`config.mk`:
```
export PLATFORM = sky130hd
export DESIGN_NAME = fifo2axis_pixel_flat
export DESIGN_NICKNAME = d
export VERILOG_FILES = /design/src/rtl/fifo2axis_pixel_if.sv /design/src/rtl/fifo2axis_pixel.sv /design/src/flat_wrapper.sv
export SDC_FILE = /design/constraint.sdc
export NUM_CORES = 1
export LEC_CHECK = 0
export CAP_MARGIN = 20
export CORE_MARGIN = 4
export CORE_UTILIZATION = 45
export CTS_CLUSTER_SIZE = 16
export DETAILED_ROUTE_END_ITERATION = 12
export PLACE_DENSITY_LB_ADDON = 0.08
export SYNTH_ARGS = -nofsm -noshare
export SYNTH_HDL_FRONTEND = slang
export SYNTH_SLANG_ARGS = --single-unit
```
`constraint.sdc`:
```
create_clock -name M_AXIS_ACLK -period 2.7 [get_ports M_AXIS_ACLK]
set_input_delay 0.54 -clock M_AXIS_ACLK [delete_from_list [all_inputs] [get_ports M_AXIS_ACLK]]
set_output_delay 0.54 -clock M_AXIS_ACLK [all_outputs]
set_load 0.01 [all_outputs]
```
`src/rtl/fifo2axis_pixel_if.sv`:
```
// AXI4-Stream video bus carrying one pixel per beat.
// The master drives valid/data/user/last; the slave drives ready.
interface fifo2axis_pixel_if #(
  parameter int unsigned C_PIXEL_WIDTH = 8
) ();

  logic                     TVALID;
  logic [C_PIXEL_WIDTH-1:0] TDATA;
  logic                     TUSER;
  logic                     TLAST;
  logic                     TREADY;

  modport master (
    output TVALID,
    output TDATA,
    output TUSER,
    output TLAST,
    input  TREADY
  );

  modport slave (
    input  TVALID,
    input  TDATA,
    input  TUSER,
    input  TLAST,
    output TREADY
  );

endinterface

```
`src/rtl/fifo2axis_pixel.sv`:
```
// Serialises FWFT FIFO words (tagged sof/eol) into an AXI4-Stream pixel stream.
// Each word carries C_ADATA_PIXELS pixels, LSB pixel first. TUSER marks the
// first pixel of a frame, TLAST the last pixel of a line. While soft_resetn is
// low the FIFO is drained and no new pixels are issued; a beat already on the
// bus is held until accepted. The m_axis interface must be built with the same
// C_PIXEL_WIDTH, and C_DATA_WIDTH must equal C_PIXEL_WIDTH * C_ADATA_PIXELS.
module fifo2axis_pixel #(
  parameter int unsigned C_PIXEL_WIDTH  = 8,
  parameter int unsigned C_ADATA_PIXELS = 4,
  parameter int unsigned C_DATA_WIDTH   = 32
) (
  input  logic                    M_AXIS_ACLK,
  input  logic                    M_AXIS_ARESETN,
  input  logic                    soft_resetn,
  output logic                    resetting,
  input  logic                    fifo_empty,
  input  logic                    fifo_sof,
  input  logic                    fifo_eol,
  input  logic [C_DATA_WIDTH-1:0] fifo_dout,
  output logic                    fifo_rd_en,
  fifo2axis_pixel_if.master       m_axis
);

  localparam int unsigned IdxW = (C_ADATA_PIXELS > 1) ? $clog2(C_ADATA_PIXELS) : 1;
  localparam logic [IdxW-1:0] LastIdx = IdxW'(C_ADATA_PIXELS - 1);

  // Holding register for the word currently being serialised
  logic [C_DATA_WIDTH-1:0]  word_q;
  logic                     w_sof_q;
  logic                     w_eol_q;
  logic                     word_valid_q;
  logic [IdxW-1:0]          pix_idx_q;

  // Output register
  logic                     tvalid_q;
  logic [C_PIXEL_WIDTH-1:0] tdata_q;
  logic                     tuser_q;
  logic                     tlast_q;
  logic                     resetting_q;

  logic                     out_ready;
  logic                     last_pix;
  logic                     pix_load;
  logic                     pop;
  logic [C_PIXEL_WIDTH-1:0] pix_data;

  assign out_ready = ~tvalid_q | m_axis.TREADY;
  assign pix_load  = out_ready & word_valid_q & soft_resetn;
  assign last_pix  = word_valid_q & out_ready & (pix_idx_q == LastIdx);
  // During soft reset everything in the FIFO is discarded.
  assign pop       = soft_resetn ? (~fifo_empty & (~word_valid_q | last_pix)) : ~fifo_empty;

  assign fifo_rd_en    = pop;
  assign resetting     = resetting_q;
  assign m_axis.TVALID = tvalid_q;
  assign m_axis.TDATA  = tdata_q;
  assign m_axis.TUSER  = tuser_q;
  assign m_axis.TLAST  = tlast_q;

  // Select the pixel addressed by pix_idx from the held word
  always_comb begin
    pix_data = '0;
    for (int i = 0; i < int'(C_ADATA_PIXELS); i++) begin
      if (pix_idx_q == IdxW'(i)) begin
        pix_data = word_q[i*C_PIXEL_WIDTH +: C_PIXEL_WIDTH];
      end
    end
  end

  // Output beat register: reload only when the current beat is gone or absent
  always_ff @(posedge M_AXIS_ACLK or negedge M_AXIS_ARESETN) begin
    if (!M_AXIS_ARESETN) begin
      tvalid_q <= 1'b0;
      tdata_q  <= '0;
      tuser_q  <= 1'b0;
      tlast_q  <= 1'b0;
    end else if (out_ready) begin
      if (pix_load) begin
        tvalid_q <= 1'b1;
        tdata_q  <= pix_data;
        tuser_q  <= w_sof_q & (pix_idx_q == '0);
        tlast_q  <= w_eol_q & (pix_idx_q == LastIdx);
      end else begin
        tvalid_q <= 1'b0;
      end
    end
  end

  // Word holding register and pixel index; a pop overrides the final pixel step
  always_ff @(posedge M_AXIS_ACLK or negedge M_AXIS_ARESETN) begin
    if (!M_AXIS_ARESETN) begin
      word_q       <= '0;
      w_sof_q      <= 1'b0;
      w_eol_q      <= 1'b0;
      word_valid_q <= 1'b0;
      pix_idx_q    <= '0;
    end else if (!soft_resetn) begin
      word_valid_q <= 1'b0;
      pix_idx_q    <= '0;
    end else if (pop) begin
      word_q       <= fifo_dout;
      w_sof_q      <= fifo_sof;
      w_eol_q      <= fifo_eol;
      word_valid_q <= 1'b1;
      pix_idx_q    <= '0;
    end else if (pix_load) begin
      if (pix_idx_q == LastIdx) begin
        word_valid_q <= 1'b0;
        pix_idx_q    <= '0;
      end else begin
        pix_idx_q    <= pix_idx_q + IdxW'(1);
      end
    end
  end

  // Flush status stays up until soft reset is released and the bus is idle
  always_ff @(posedge M_AXIS_ACLK or negedge M_AXIS_ARESETN) begin
    if (!M_AXIS_ARESETN) begin
      resetting_q <= 1'b1;
    end else begin
      resetting_q <= ~soft_resetn | (tvalid_q & ~m_axis.TREADY);
    end
  end

endmodule

```
`src/flat_wrapper.sv`:
```
// flat-port wrapper written by rule: the top's interface ports become plain ports
module fifo2axis_pixel_flat 
#(
  parameter int unsigned C_PIXEL_WIDTH  = 8,
  parameter int unsigned C_ADATA_PIXELS = 4,
  parameter int unsigned C_DATA_WIDTH   = 32
)
  (M_AXIS_ACLK, M_AXIS_ARESETN, soft_resetn, resetting, fifo_empty, fifo_sof, fifo_eol, fifo_dout, fifo_rd_en, m_axis_TVALID, m_axis_TDATA, m_axis_TUSER, m_axis_TLAST, m_axis_TREADY);
  fifo2axis_pixel_if #(.C_PIXEL_WIDTH(C_PIXEL_WIDTH)) m_axis_i ();
  input  logic M_AXIS_ACLK;
  input  logic M_AXIS_ARESETN;
  input  logic soft_resetn;
  output logic resetting;
  input  logic fifo_empty;
  input  logic fifo_sof;
  input  logic fifo_eol;
  input  logic [C_DATA_WIDTH-1:0] fifo_dout;
  output logic fifo_rd_en;
  output wire logic [$bits(m_axis_i.TVALID)-1:0] m_axis_TVALID;
  output wire logic [$bits(m_axis_i.TDATA)-1:0] m_axis_TDATA;
  output wire logic [$bits(m_axis_i.TUSER)-1:0] m_axis_TUSER;
  output wire logic [$bits(m_axis_i.TLAST)-1:0] m_axis_TLAST;
  input wire logic [$bits(m_axis_i.TREADY)-1:0] m_axis_TREADY;
  assign m_axis_TVALID = m_axis_i.TVALID;
  assign m_axis_TDATA = m_axis_i.TDATA;
  assign m_axis_TUSER = m_axis_i.TUSER;
  assign m_axis_TLAST = m_axis_i.TLAST;
  assign m_axis_i.TREADY = m_axis_TREADY;
  fifo2axis_pixel #(.C_PIXEL_WIDTH(C_PIXEL_WIDTH), .C_ADATA_PIXELS(C_ADATA_PIXELS), .C_DATA_WIDTH(C_DATA_WIDTH)) u_core (.M_AXIS_ACLK(M_AXIS_ACLK), .M_AXIS_ARESETN(M_AXIS_ARESETN), .soft_resetn(soft_resetn), .resetting(resetting), .fifo_empty(fifo_empty), .fifo_sof(fifo_sof), .fifo_eol(fifo_eol), .fifo_dout(fifo_dout), .fifo_rd_en(fifo_rd_en), .m_axis(m_axis_i));
endmodule
```
==> out/metrics.csv <==
stage;metric;value;unit
placed_design;Post-Place Cells;291;
global_routing;first-pass GRT wire length;7.39;mm
route;routed len/inst;14.6;um
worst_setup_path;Critical Path End;fifo_rd_en;
placed_design;routability cong.;0.767;
worst_setup_path;CP startpoint;m_axis_TREADY;
route;DRT met1 WL;1.99;mm
clocking;H-tree levels;2;
timing;Slew @ Worst Pin;0.552;ns
synthesis;sequential element share of the synthesized area;56.0;%
clocking;post-CTS setup buffers;0;
timing;max frequency;0.393;GHz
pwr;Peak VDD IR;371;uV
pwr;Net Sw Power;0.520;mW
cells_and_area;layout cells sized above 1;22.4;%
synthesis;Post-Syn Area;2190;sq um
timing;Slew HR;63.2;%
synthesis;EDFF count, synth;0;
pwr;Pleak;1.17;nW
synthesis;dominant cells by area after synthesis;dfrtp_1 55%, mux2_2 17%, a21oi_1 3.9%, nand2_1 3.8%, o31ai_1 2.4%;
route;drt pass-1 iters;4;
cells_and_area;final std cells w/o fill;299;
route;WL met2;2.05;mm
route;final antenna-violating net count;0;
cells_and_area;commonest non-fill, non-tap cell in the layout;clkdlybuf4s50_1;
clocking;CTS tree;done;
timing;Clock Skew;0.00358;ns
timing;setup ws final;0.153;ns
worst_setup_path;Worst Path Required;2.16;ns
synthesis;#FFs+latches synth;49;
pwr;register share of total power;52.9;%
cells_and_area;commonest cells after routing, fill and taps aside;50 x clkdlybuf4s50_1, 48 x dfrtp_1, 33 x mux2_2;
pwr;Switching Share;27.5;%
route;vias per inst;4.92;
pwr;Cell Pwr Density;667;nW/um^2
cells_and_area;P&R area growth vs syn;29.4;%
synthesis;Synth Area per Inst;12.2;sq um
worst_setup_path;CP endpoint kind;output port;
clocking;Clock Path Buffers;2;
clocking;Worst-Skew Late Latency;0.30;ns
synthesis;post-synthesis cell type count;29;
global_routing;vias in the first global route;1461;
clocking;clock slew at reported path FFs;0.09;ns
timing;final hold violation count;0;
worst_setup_path;CP Max Fanout;5;
clocking;Resize count post-CTS;0;
cells_and_area;Layout Nets;274;
synthesis;Synth Warn #;0;
global_routing;total grt overflow;0;
timing;Sum Neg Setup Slack;0;ns
synthesis;Primary FF master, synth;dfrtp_1;
placed_design;IO buf count;51;
timing;RSZ-0062 raised after global routing;no;
timing;Final period util;94.3;%
global_routing;largest net degree at the start of global routing;36;
worst_setup_path;Worst Reg-to-Reg Cells;5;
cells_and_area;FILL cells;387;
die;Initial Utilization;46.4;%
synthesis;gate count of the mapped netlist;180;
placed_design;HPWL Detailed;3.27;mm
clocking;CTS root buffer;clkbuf_8;
synthesis;area leader, netlist;dfrtp_1;
worst_setup_path;Worst EP arrival;2.01;ns
pwr;combinational power share;25.1;%
placed_design;Setup WS pre-CTS;0.145;ns
route;routed wl met3;261;um
die;Core Box Area;4720;sq um
timing;Slew Limit Fails;0;
pwr;clock network power share;22.0;%
route;Starting DRT DRC Count;48;
cells_and_area;max reg flops;32;
route;WL final;4.35;mm
worst_hold_path;hold crit path type;in2async;
cells_and_area;# diodes;0;
cells_and_area;Largest Register;u_core.word_q;
pwr;internal power;1.37;mW
die;die area;6050;sq um
die;IO Count;52;
die;Die Y;77.8;um
run;number of max-cap violations;0;
timing;endpoints failing setup;0;
clocking;clock sinks;49;
route;total number of vias;1472;
route;# DRC;0;
synthesis;Yosys top cell area share;54.8;%
global_routing;GRT Total Usage;15.5;%
global_routing;antenna violations before repair;0;
worst_setup_path;setup slack, reg-to-reg;0.85;ns
route;top routing layer in use;met4;
synthesis;share of flip-flops with an asynchronous set or reset;100;%
worst_setup_path;CP Class;in2out;
die;Std-Cell Rows;25;
die;DIE WIDTH;77.8;um
run_status;outcome;completed;
clocking;hold buffers post-CTS;0;
synthesis;syn nets;223;
clocking;cts bufs inserted;5;
timing;Period minus WS final;2.55;ns
worst_setup_path;nature of the critical path startpoint;primary input;
worst_setup_path;Worst R2R End;u_core.m_axis.TDATA[3];
worst_setup_path;R2R Path Start;u_core.pix_idx_q[0];
logic make-up (layout without fill, tap and decap cells):
group	Yosys count	after routing	share of synthesized area (%)
buffers and inverters	15	67	4.05
flip-flops	49	49	56.0
multiplexers	36	36	18.4
adder cells (fa/ha/maj)	4	4	2.28
AND/OR/NAND/NOR	38	38	8.74
AO/OA/AOI/OAI	38	38	10.5
cells in the mapped netlist, drive strengths merged, types with 2 or more instances:
cell    count
dfrtp      48
o21ai       9
inv         4
buf         7
o31ai       7
mux2       34
a21oi      18
nor3b       3
clkbuf      4
nor2b       7
mux2i       2
nand2      23
ha          4
nand2b      2
how the worst min path moves through the flow:
stage                                   endpoint  slack [ns]              startpoint  depth (start not counted)
after floorplan           u_core.m_axis.TDATA[0]        0.24          M_AXIS_ARESETN                          0
after global placement    u_core.m_axis.TDATA[1]        0.46  u_core.m_axis.TDATA[1]                          2
after detailed placement  u_core.m_axis.TDATA[7]        0.47  u_core.m_axis.TDATA[7]                          2
after CTS                    u_core.m_axis.TUSER        0.23          M_AXIS_ARESETN                          1
after global routing         u_core.m_axis.TUSER        0.26          M_AXIS_ARESETN                          1
final                       u_core.m_axis.TVALID        0.22          M_AXIS_ARESETN                          1
critical path, cell delays in order:
cell and delay (ns):
clkdlybuf4s50_1 0.44, nand2b_2 0.16, nand2_2 0.11, a31oi_1 0.20
clkdlybuf4s50_1 0.56
through the flow:
step | hold slack, ns | total power [mW] | utilization [%] | area [sq um]
3_3_place_gp | 0.462 | 1.47 | 58.2 | 2750
2_1_floorplan | 0.244 | 1.24 | - | 2190
6_report | 0.218 | 1.89 | 60.0 | 2840
3_5_place_dp | 0.469 | 1.50 | 58.2 | 2750
4_1_cts | 0.231 | 1.92 | 60.0 | 2840
5_1_grt | 0.262 | 2.00 | 60.0 | 2840
cell type report:
| cell class | count | area [sq um] | area share, % |
|---|---|---|---|
| Sequential cell | 49 | 1230 | 43.3 |
| Clock inverter | 3 | 17.5 | 0.618 |
| Timing Repair Buffer | 55 | 548 | 19.3 |
| Clock buffer | 5 | 68.8 | 2.43 |
| Multi-Input combinational cell | 116 | 875 | 30.8 |
| Tap cell | 67 | 83.8 | 2.96 |
| Inverter | 4 | 15.0 | 0.530 |
power by group through the flow:
| stage | clock network (mW) | registers [mW] | logic [mW] |
|---|---|---|---|
| detailed placement | 0 | 1.02 | 0.482 |
| global placement | 0 | 1.01 | 0.465 |
| floorplan | 0 | 1.01 | 0.232 |
| finish | 0.417 | 1.00 | 0.475 |
| CTS | 0.433 | 1.00 | 0.483 |
| global route | 0.459 | 1.02 | 0.520 |
routing by layer:
metal	global-route usage (%)	up-vias
li1	-	726
met1	20.7	700
met2	24.1	39
met3	4.99	7
met4	4.80	0
met5	0	-
Note: power is estimated with default switching activity, not from simulation.
